$ cat config.mk
export PLATFORM = sky130hd
export DESIGN_NAME = ifetch_pc_unit
export DESIGN_NICKNAME = d
export VERILOG_FILES = /design/src/rtl/ifetch_pc_unit.sv
export SDC_FILE = /design/constraint.sdc
export NUM_CORES = 1
export LEC_CHECK = 0
export CORE_MARGIN = 2
export CORE_UTILIZATION = 35
export DETAILED_ROUTE_END_ITERATION = 10
export HOLD_SLACK_MARGIN = 0.05
export PLACE_DENSITY = 0.82
export SYNTH_ARGS = -nofsm -noshare
export SYNTH_HDL_FRONTEND = slang
export SYNTH_SLANG_ARGS = --single-unit
$ cat constraint.sdc
create_clock -name clk -period 3.9 [get_ports clk]
set_clock_uncertainty 0.2 [all_clocks]
set_input_delay 0.78 -clock clk [delete_from_list [all_inputs] [get_ports clk]]
set_output_delay 0.78 -clock clk [all_outputs]
set_load 0.005 [all_outputs]
$ cat src/rtl/ifetch_pc_unit.sv
// Instruction-fetch PC unit: next-PC selection, BRAM addressing and ecall halt/resume.
// Optional taken-redirect counter is built only when IFETCH_REDIRECT_COUNT_EN is defined.
module ifetch_pc_unit #(
    parameter logic [31:0] RESET_PC   = 32'h0000_0000,
    parameter int          ADDR_WIDTH = 14
) (
    input  logic                  clk,
    input  logic                  rst,
    input  logic                  stall,
    input  logic                  branch,
    input  logic                  do_branch,
    input  logic                  jal,
    input  logic                  jalr,
    input  logic [31:0]           imm32,
    input  logic [31:0]           alu_result,
    input  logic                  halt_req,
    input  logic                  resume,
    output logic [ADDR_WIDTH-1:0] imem_addr,
    input  logic [31:0]           imem_rdata,
    output logic [31:0]           instruction,
    output logic [31:0]           pc,
    output logic [31:0]           pc_plus4,
    output logic                  instr_valid,
    output logic                  halted,
    output logic                  misalign_err,
    output logic [31:0]           redirect_count
);

    typedef enum logic {ST_RUN = 1'b0, ST_HALT = 1'b1} state_t;

    state_t      r_state;
    logic [31:0] r_pc;
    logic        r_resume_q;
    logic        r_misalign;
    logic        r_halted;
    logic        r_instr_valid;

    logic [31:0] w_pc_plus4;
    logic [31:0] w_rel_target;
    logic [31:0] w_next_pc;
    logic        w_run_go;
    logic        w_halt_take;
    logic        w_redirect;
    logic        w_target_bit1;

    assign w_pc_plus4    = r_pc + 32'd4;
    assign w_rel_target  = r_pc + imm32;
    assign w_run_go      = (r_state == ST_RUN) && !stall;
    assign w_halt_take   = w_run_go && halt_req;
    assign w_redirect    = w_run_go && !halt_req && (jalr || jal || (branch && do_branch));
    assign w_target_bit1 = jalr ? alu_result[1] : w_rel_target[1];

    always_comb begin
        w_next_pc = w_pc_plus4;
        if (rst) begin
            w_next_pc = RESET_PC;
        end else if ((r_state == ST_HALT) || stall) begin
            w_next_pc = r_pc;
        end else if (halt_req) begin
            w_next_pc = w_pc_plus4;
        end else if (jalr) begin
            w_next_pc = alu_result & 32'hFFFF_FFFC;
        end else if (jal || (branch && do_branch)) begin
            w_next_pc = w_rel_target & 32'hFFFF_FFFC;
        end
    end

    // The BRAM registers this address, so it must already be next cycle's PC.
    assign imem_addr = w_next_pc[ADDR_WIDTH+1:2];

    always_ff @(posedge clk) begin
        if (rst) begin
            r_state       <= ST_RUN;
            r_pc          <= RESET_PC;
            r_resume_q    <= 1'b0;
            r_misalign    <= 1'b0;
            r_halted      <= 1'b0;
            r_instr_valid <= 1'b1;
        end else begin
            r_pc       <= w_next_pc;
            r_resume_q <= resume;
            if (w_redirect && w_target_bit1) begin
                r_misalign <= 1'b1;
            end
            case (r_state)
                ST_RUN: begin
                    if (w_halt_take) begin
                        r_state       <= ST_HALT;
                        r_halted      <= 1'b1;
                        r_instr_valid <= 1'b0;
                    end
                end
                ST_HALT: begin
                    // Only a fresh press resumes; a button held across the halt is ignored.
                    if (resume && !r_resume_q) begin
                        r_state       <= ST_RUN;
                        r_halted      <= 1'b0;
                        r_instr_valid <= 1'b1;
                    end
                end
                default: begin
                    r_state       <= ST_RUN;
                    r_halted      <= 1'b0;
                    r_instr_valid <= 1'b1;
                end
            endcase
        end
    end

`ifdef IFETCH_REDIRECT_COUNT_EN
    logic [31:0] r_redirect_count;

    always_ff @(posedge clk) begin
        if (rst) begin
            r_redirect_count <= 32'd0;
        end else if (w_redirect && (r_redirect_count != 32'hFFFF_FFFF)) begin
            r_redirect_count <= r_redirect_count + 32'd1;
        end
    end

    assign redirect_count = r_redirect_count;
`else
    assign redirect_count = 32'd0;
`endif

    assign instruction  = imem_rdata;
    assign pc           = r_pc;
    assign pc_plus4     = w_pc_plus4;
    assign instr_valid  = r_instr_valid;
    assign halted       = r_halted;
    assign misalign_err = r_misalign;

endmodule

==> flow_summary_export.csv, run 1 <==
group,metric,value,unit
run_status,status,"finished, violations left",
run_status,violations,"negative setup slack",
place,portBuffers,152,
clock_network,clockBufferDepth,2,
synthesis,synth_top_cell_by_area,"dfxtp_1",
synthesis,synth.avg_cell_area,7.28,sq um
detailed_routing,dr.pass1.iters,5,
sta,tightest_slew,623,ps
setup_path,path_common_cell,"buf_4",
final_layout,antenna_cells,0,
synthesis,synth-edff-count,0,
clock_network,cts_root_buf,"clkbuf_16",
synthesis,synth_area,4880,sq um
synthesis,synth.area.top_cells,"dfxtp_1 (15%), buf_4 (10%), ha_1 (7.9%), a21oi_1 (7.0%), xnor2_1 (6.3%)",
synthesis,synth.distinct_cells,73,
place,pre_cts_ws,-1020,ps
grt,use_met1,34.8,%
setup_path,crit_chain,"buf_6 > and2_4 > fa_2 > a211oi_4 > buf_4 > o211ai_1 > a41oi_2 > buf_4 > xnor2_4 > nor3_4 > a2111oi_2 > buf_2",
sta,fin_tns_setup,-252,ps
detailed_routing,antenna_left,0,
detailed_routing,avgViaCountPerCell,5.66,
place,dpl.cell_count,1058,
final_layout,nets,1050,
pwr,leakagePower,3.37,nW
pwr,ir_drop,0.172,mV
grt,track_usage,26.4,%
final_layout,final_cells,1094,
clock_network,cts_tree,"built",
synthesis,yosysWarnings,0,
sta,hold_violations,0,
detailed_routing,via_count,6190,
place,post-dp-hpwl,15100,microns
synthesis,netlist_instances,671,
grt,met2_usage,43.1,%
sta,fmax,250,MHz
sta,fin_ws,-100,ps
grt,top_usage_layer,"met2",
hold_path,hold_depth,2,
grt,antenna_found_initial,0,
setup_path,max_stage_delay,370,ps
sta,period_minus_slack,4000,ps
die,core-area,13800,sq um
detailed_routing,drtIter0Drc,532,
die,fp-row-count,43,
die,die_w,122,microns
grt,grt_max_degree,28,
setup_path,end_kind,"output pin",
grt,grt_pass1_vias,5946,
clock_network,clk_pin_slew,70,ps
setup_path,r2r_slack,280,ps
setup_path,critPathKind,"in -> out",
pwr,power_density,242,nW/um^2
setup_path,crit_arrival,3020,ps
grt,grt_pass1_wl,31100,microns
hold_path,hp-class,"reg -> reg",
clock_network,htreeDepth,2,
final_layout,syn_to_final_growth,58.7,%
grt,overflow,0,
detailed_routing,wl_per_cell,18.2,microns
sta,grt_setup_unrepaired,"yes",
setup_path,cp.required,2920,ps
synthesis,ys_seq_elements,37,
sta,slew_viol_final,0,
final_layout,layout-drive-gt1-share,27.6,%
synthesis,synthFlopType,"dfxtp_1",
sta,slew_headroom,58.5,%
setup_path,cp_max_fo,2,
setup_path,reg2reg_depth,19,
synthesis,synth_seq_area_share,15.2,%
sta,setup_viol,4,
detailed_routing,remaining_drc_errors,0,
detailed_routing,wirelength,20000,microns
setup_path,cp-start-kind,"input port",
clock_network,ctsHoldBuffers,0,
grt,use_met3,4.03,%
die,initial_core_util,35.5,%
clock_network,clkSinkCount,37,
place,placed_area,7020,sq um
synthesis,synthArstFlopShare,0,%
die,die_y,122,microns
place,place.gp.congestion,0.943,
die,io_pins,250,
die,dieArea,14900,sq um
synthesis,post-synth-top-area-fraction,15.2,%
clock_network,numCtsBuffers,5,
flow_run,cap_viol_max_count,0,
clock_network,clk_latency,290,ps
final_layout,stdcell_area,7750,sq um
setup_path,slowest_stage,"fa_2",
sta,fin_crit_sh,103,%
cell type report:
type / instances / area, sq um
clock buffer: 5 / 125
multi-input combinational: 557 / 3910
sequential: 37 / 756
timing repair buffer: 302 / 2650
tap: 180 / 225
inverter: 10 / 37.5
fill: 1249 / 6020
clock inverter: 3 / 46.3
through the flow:
step | hold WS, ps | util (%) | power, W
after floorplan | 253 | - | 0.000900
after global placement | 243 | 51.0 | 0.00126
after detailed placement | 256 | 51.0 | 0.00127
after CTS | 265 | 55.1 | 0.00182
after global routing | 278 | 56.3 | 0.00197
final | 261 | 56.3 | 0.00188
critical path, delay by kind of cell:
family	cells	cell delay (ps)
xor gates and xnor gates	1	130
adders and majority gates	1	370
buffers and inverters	4	600
and+or+nand+nor	2	190
AOI/OAI and AO/OA	4	960
cell usage after synthesis, types with 4 or more instances:
cell type  instances
a2111oi_0          6
a211oi_1          15
a21o_1            15
a21oi_1           68
a22oi_1            5
a31oi_1            9
and2_1             5
and3_1             6
buf_4             67
clkbuf_1          23
dfxtp_1           37
ha_1              31
inv_1              9
nand2_1           63
nand3_1           17
nand4_1           11
nor2_1            57
nor3_1            22
o211ai_1          10
o21a_1             5
o21ai_0           33
o221a_2            4
o22ai_1           10
o31ai_1            9
or2_2              4
xnor2_1           35
xor2_1            17
worst paths after layout:
check | startpoint | end
min | halted | halted
max | imm32[0] | imem_addr[10]
min reg2reg | halted | halted
max reg2reg | flip-flop | pc[13]
routing by layer:
metal,part of all wire [%],routed length [microns]
met5,0,0
met1,42,8480
met3,7.8,1550
met4,3.7,741
met2,46,9190
placed cells by master, fill, tap and decap left out, types with 10 or more instances in the layout:
cell type        Yosys  routed
dlygate4sd2_1        0      10
nor3_1              22      19
o22ai_1             10      10
a21oi_1             68      59
nor2_1              57      55
xnor2_1             35      33
ha_1                31      18
a21o_1              15      15
clkdlybuf4s50_1      0     121
nand3_1             17      17
ha_4                 0      10
nand2_1             63      62
o21ai_0             33      23
buf_4               67     147
dfxtp_1             37      29
nand4_1             11      11
xor2_1              17      17
conb_1               1      32
o211ai_1            10      10
state kept, by name (all words and copies together) (netlist names), named ones only:
name          flops
halted            1
instr_valid       1
misalign_err      1
pc               30
r_resume_q        1
r_state           1
where the power goes:
group / switching, W / internal [W]
registers: 0.0000419 / 0.000406
clock network: 0.000194 / 0.000304
logic: 0.000442 / 0.000490
kinds of logic after synthesis:
kind of cell             share of synthesized area, %
buffers and inverters                            14.5
AO/OA/AOI/OAI                                    30.7
adder cells (fa/ha/maj)                          8.35
multiplexers                                    0.615
XOR/XNOR                                         9.99
other                                          0.0768
flip-flops                                       15.2
AND/OR/NAND/NOR                                  20.6
timing repair:
item                       in CTS  in global routing
setup endpoints to repair      18                 24
resized for setup             111                 43
pin swaps                      44                 32
buffers inserted               26                  4
(Power assumes the default switching activity.)
==> run 2: changes to the inputs <==
--- a/config.mk
+++ b/config.mk
@@ -9,7 +9,7 @@
 export CORE_UTILIZATION = 35
 export DETAILED_ROUTE_END_ITERATION = 10
 export HOLD_SLACK_MARGIN = 0.05
-export PLACE_DENSITY = 0.82
+export PLACE_DENSITY = 0.74
 export SYNTH_ARGS = -nofsm -noshare
 export SYNTH_HDL_FRONTEND = slang
 export SYNTH_SLANG_ARGS = --single-unit
==> flow_summary_export.csv, run 2 (synthesized netlist as in run 1, its figures left out) <==
group,metric,value,unit
sta,slew_viol_final,0,
setup_path,cp_max_fo,2,
sta,tightest_slew,713,ps
sta,fin_ws,-113,ps
setup_path,critPathKind,"in -> reg",
clock_network,cts_tree,"built",
run_status,violations,"negative setup slack",
setup_path,path_common_cell,"buf_4",
place,post-dp-hpwl,14900,microns
setup_path,crit_path_start,"imm32[0]",
pwr,leakagePower,3.21,nW
detailed_routing,avgViaCountPerCell,5.63,
detailed_routing,drtIter0Drc,446,
sta,slew_headroom,52.5,%
sta,fmax,249,MHz
pwr,finalPower,0.00180,W
setup_path,max_stage_delay,360,ps
sta,fin_tns_setup,-223,ps
die,dieArea,14900,sq um
clock_network,numCtsBuffers,5,
pwr,swShare,37.1,%
detailed_routing,via_count,6051,
run_status,status,"finished, violations left",
clock_network,clkSinkCount,37,
clock_network,clk_latency,280,ps
die,core-area,13800,sq um
sta,hold_violations,0,
final_layout,syn_to_final_growth,55.7,%
final_layout,nets,1030,
sta,fin_crit_sh,103,%
final_layout,nFillCells,1292,
grt,grt_pass1_vias,5785,
pwr,p_sw,0.000666,W
final_layout,final_common_cell,"buf_4",
grt,antenna_found_initial,0,
place,place.gp.congestion,0.975,
sta,period_minus_slack,4010,ps
pwr,ir_drop,0.151,mV
grt,track_usage,25.1,%
sta,grt_setup_unrepaired,"yes",
final_layout,multi_input_area,3970,sq um
pwr,seqPwrFrac,24.9,%
setup_path,cp.required,3870,ps
sta,setup_viol,4,
setup_path,crit_chain,"buf_6 > and2_4 > fa_2 > a211oi_4 > o21ai_2 > a21o_1 > a21o_1 > a21o_1 > a21oi_2 > xor2_1 > buf_4 > buf_4 > buf_4 > buf_4 > buf_4 > buf_4 > buf_4 > buf_4 > buf_4 > a311oi_1",
pwr,p_clk_share,23.3,%
die,fp-row-count,43,
clock_network,htreeDepth,2,
clock_network,cts_root_buf,"clkbuf_16",
setup_path,end_kind,"flip-flop",
sta,holdWs,268,ps
detailed_routing,dr.pass1.iters,5,
setup_path,crit_arrival,3980,ps
grt,grt_max_degree,32,
final_layout,largest_reg_flops,30,
final_layout,final_cells,1074,
place,dpl.cell_count,1046,
die,initial_core_util,35.5,%
detailed_routing,antenna_left,0,
clock_network,clockBufferDepth,2,
hold_path,hp-start,"halted",
pwr,power_density,236,nW/um^2
die,io_pins,250,
die,die_w,122,microns
grt,grt_pass1_wl,29400,microns
pwr,intPower,0.00113,W
hold_path,hp-class,"reg -> reg",
detailed_routing,remaining_drc_errors,0,
grt,overflow,0,
final_layout,mostFrequentLayoutCells,"buf_4 (127), clkdlybuf4s50_1 (125), nand2_1 (63)",
flow_run,cap_viol_max_count,0,
place,portBuffers,152,
die,die_y,122,microns
final_layout,antenna_cells,0,
final_layout,layout-drive-gt1-share,25.4,%
setup_path,slowest_stage,"fa_2",
clock_network,ctsHoldBuffers,0,
clock_network,clk_pin_slew,70,ps
detailed_routing,wl_per_cell,18.2,microns
pwr,power_frac_comb,51.7,%
setup_path,cp-start-kind,"input port",
final_layout,seqCellArea,749,sq um
detailed_routing,wirelength,19600,microns
-- run 2: power groups by stage --
stage | clock (W) | combinational, W | sequential (W)
after global placement | 0 | 0.000806 | 0.000448
after floorplan | 0 | 0.000450 | 0.000450
after CTS | 0.000418 | 0.000870 | 0.000444
after global routing | 0.000440 | 0.000996 | 0.000451
after detailed placement | 0 | 0.000811 | 0.000449
final | 0.000419 | 0.000929 | 0.000447
-- run 2: cell type report --
cell class | count | area share (%)
clock buffer | 5 | 1.65
clock inverter | 3 | 0.230
inverter | 10 | 0.494
sequential | 37 | 9.86
timing repair buffer | 282 | 32.6
multi-input combinational | 557 | 52.2
tap | 180 | 2.96
-- run 2: stage by stage --
stage | area [sq um] | setup slack (ps) | utilization, %
after detailed placement | 6920 | -1080 | 50.2
after global placement | 6920 | -1030 | 50.2
after global routing | 7600 | -212 | 55.2
after floorplan | 5000 | 47.7 | -
final | 7600 | -113 | 55.2
after CTS | 7340 | -51.6 | 53.3
-- run 2: metal layers --
metal / wire length, microns / GRT usage, %
met1: 8140 / 32.5
met2: 9180 / 40.9
met4: 628 / 9.99
met5: 0 / 0
met3: 1630 / 4.82
-- run 2: critical path, delay by kind of cell --
kind                     cells  cell delay (ps)
adder cells (fa/ha/maj)      1              360
AO/OA/AOI/OAI                7             1400
AND/OR/NAND/NOR              1              130
XOR/XNOR                     1              100
buffers and inverters       10             1200
-- run 2: what timing repair did --
item / in CTS / in global routing
pin swaps: 43 / 28
endpoints found under the hold margin: 0 / 0
gates resized for setup: 97 / 47
setup buffers: 16 / 6
setup endpoints to repair: 18 / 20
-- run 2: worst paths after layout --
kind         endpoint  slack [ps]  cells after the start
max            pc[10]        -110                     20
min            halted         270                      2
max reg2reg    pc[10]         140                     19
min reg2reg    halted         270                      2
==> run 3: changes to the inputs <==
--- a/config.mk
+++ b/config.mk
@@ -7,6 +7,7 @@
 export LEC_CHECK = 0
 export CORE_MARGIN = 2
 export CORE_UTILIZATION = 35
+export CTS_BUF_LIST = sky130_fd_sc_hd__clkbuf_4
 export DETAILED_ROUTE_END_ITERATION = 10
 export HOLD_SLACK_MARGIN = 0.05
 export PLACE_DENSITY = 0.74
==> flow_summary_export.csv, run 3 (synthesized netlist as in run 1, its figures left out) <==
group,metric,value,unit
place,portBuffers,152,
pwr,power_frac_comb,58.6,%
die,io_pins,250,
flow_run,cap_viol_max_count,0,
run_status,violations,"negative setup slack",
setup_path,r2r_end,"pc[10]",
pwr,swShare,40.1,%
setup_path,crit_arrival,2970,ps
final_layout,final_cells,1084,
setup_path,max_stage_delay,370,ps
clock_network,clk_latency,370,ps
hold_path,holdPathEnd,"halted",
place,place.gp.congestion,0.975,
pwr,seqPwrFrac,27.3,%
detailed_routing,dr.pass1.iters,7,
grt,track_usage,25.3,%
die,dieArea,14900,sq um
pwr,ir_drop,0.108,mV
die,fp-row-count,43,
setup_path,critPathKind,"in -> out",
pwr,leakagePower,3.27,nW
setup_path,end_kind,"output pin",
sta,period_minus_slack,3950,ps
place,dpl.cell_count,1046,
hold_path,hold_depth,2,
setup_path,crit_family,"compound AO/OA/AOI/OAI gates",
die,core-area,13800,sq um
detailed_routing,remaining_drc_errors,0,
hold_path,hp-start,"halted",
sta,fin_crit_sh,101,%
detailed_routing,via_count,6141,
pwr,intPower,0.000978,W
final_layout,utilization,55.5,%
detailed_routing,wl_per_cell,18.5,microns
clock_network,numCtsBuffers,5,
place,post-dp-hpwl,14900,microns
setup_path,cp-start-kind,"input port",
final_layout,final_common_cell,"buf_4",
sta,holdWs,275,ps
setup_path,cp_max_fo,2,
sta,tightest_slew,738,ps
die,initial_core_util,35.5,%
die,die_y,122,microns
run_status,status,"finished, violations left",
final_layout,syn_to_final_growth,56.4,%
clock_network,htreeDepth,2,
setup_path,crit_chain,"buf_6 > and2_4 > fa_2 > a211oi_4 > o21ai_2 > a21o_1 > a21o_1 > a21o_1 > a21oi_2 > xor2_1 > a311oi_1 > buf_2",
setup_path,cp.required,2920,ps
die,die_w,122,microns
clock_network,clockBufferDepth,2,
pwr,power_density,213,nW/um^2
sta,slew_headroom,50.8,%
detailed_routing,avgViaCountPerCell,5.67,
clock_network,clk_pin_slew,140,ps
sta,grt_setup_unrepaired,"yes",
final_layout,largest_reg_flops,30,
grt,grt_pass1_wl,29600,microns
detailed_routing,drtIter0Drc,565,
sta,fin_ws,-50.9,ps
detailed_routing,antenna_left,0,
grt,grt_pass1_vias,5741,
detailed_routing,wirelength,20100,microns
clock_network,cts_root_buf,"clkbuf_4",
setup_path,reg2reg_depth,20,
setup_path,crit_buf_inv,2,
final_layout,antenna_cells,0,
final_layout,layout-drive-gt1-share,27.3,%
grt,overflow,0,
clock_network,clkSinkCount,37,
setup_path,cp.depth,12,
setup_path,path_common_cell,"a21o_1",
pwr,p_sw,0.000654,W
pwr,p_clk_share,14.1,%
sta,fmax,253,MHz
grt,antenna_found_initial,0,
hold_path,hp-class,"reg -> reg",
setup_path,r2r_slack,240,ps
clock_network,cts_tree,"built",
sta,setup_viol,4,
sta,slew_viol_final,0,
final_layout,mostFrequentLayoutCells,"buf_4 (131), clkdlybuf4s50_1 (124), nand2_1 (63)",
sta,hold_violations,0,
final_layout,nets,1040,
grt,grt_max_degree,32,
clock_network,ctsHoldBuffers,0,
setup_path,slowest_stage,"fa_2",
-- run 3: cell count changes in the layout (fill, tap and decap cells not counted), sizes merged --
cell and change:
clkdlybuf4s50 -1, buf +10, dlygate4sd2 +1, clkdlybuf4s15 -1
clkbuf +1
-- run 3: tightest hold or removal path, cell delays in order (launching register included) --
cell,delay [ps]
dfxtp_1,340
nand2_1,50
a21oi_1,50
-- run 3: layout make-up --
type,count,area [sq um]
clock buffer,5,37.5
clock inverter,3,17.5
fill,1274,6130
inverter,10,37.5
multi-input combinational,557,3980
sequential,37,762
tap,180,225
timing repair buffer,292,2580
-- run 3: repair_timing --
action / 4_1_cts / 5_1_grt
resized for setup: 108 / 57
endpoints found under the setup margin: 20 / 22
pin swaps: 48 / 34
buffers inserted: 18 / 14
-- run 3: layer usage --
metal	up-vias	global-route usage [%]	part of all wire, %
li1	2843	-	-
met1	2881	32.8	41
met2	355	41.5	47
met3	62	5.24	8.9
met4	0	9.34	3.1
met5	-	0	0
-- run 3: power by group through the flow --
stage          combinational [W]  sequential [W]  clock (W)
6_report                0.000957        0.000445   0.000229
5_1_grt                  0.00102        0.000450   0.000251
4_1_cts                 0.000880        0.000444   0.000232
3_5_place_dp            0.000811        0.000449          0
3_3_place_gp            0.000806        0.000448          0
2_1_floorplan           0.000450        0.000450          0
-- run 3: worst max path at each step --
stage          slack (ps)            end      from
2_1_floorplan          50   imem_addr[8]  imm32[0]
3_3_place_gp        -1030   imem_addr[8]  imm32[0]
3_5_place_dp        -1080   imem_addr[8]  imm32[0]
4_1_cts               -60  imem_addr[10]  imm32[0]
5_1_grt              -140   imem_addr[8]  imm32[0]
6_report              -50   imem_addr[8]  imm32[0]
-- run 3: per-stage QoR --
step,instance area (sq um),setup TNS [ps],power [W],worst slack [ps]
after floorplan,5000,0,0.000900,47.7
after global placement,6920,-10220,0.00125,-1030
after detailed placement,6920,-11030,0.00126,-1080
after CTS,7290,-70.5,0.00156,-58.1
after global routing,7640,-656,0.00172,-142
final,7640,-113,0.00163,-50.9
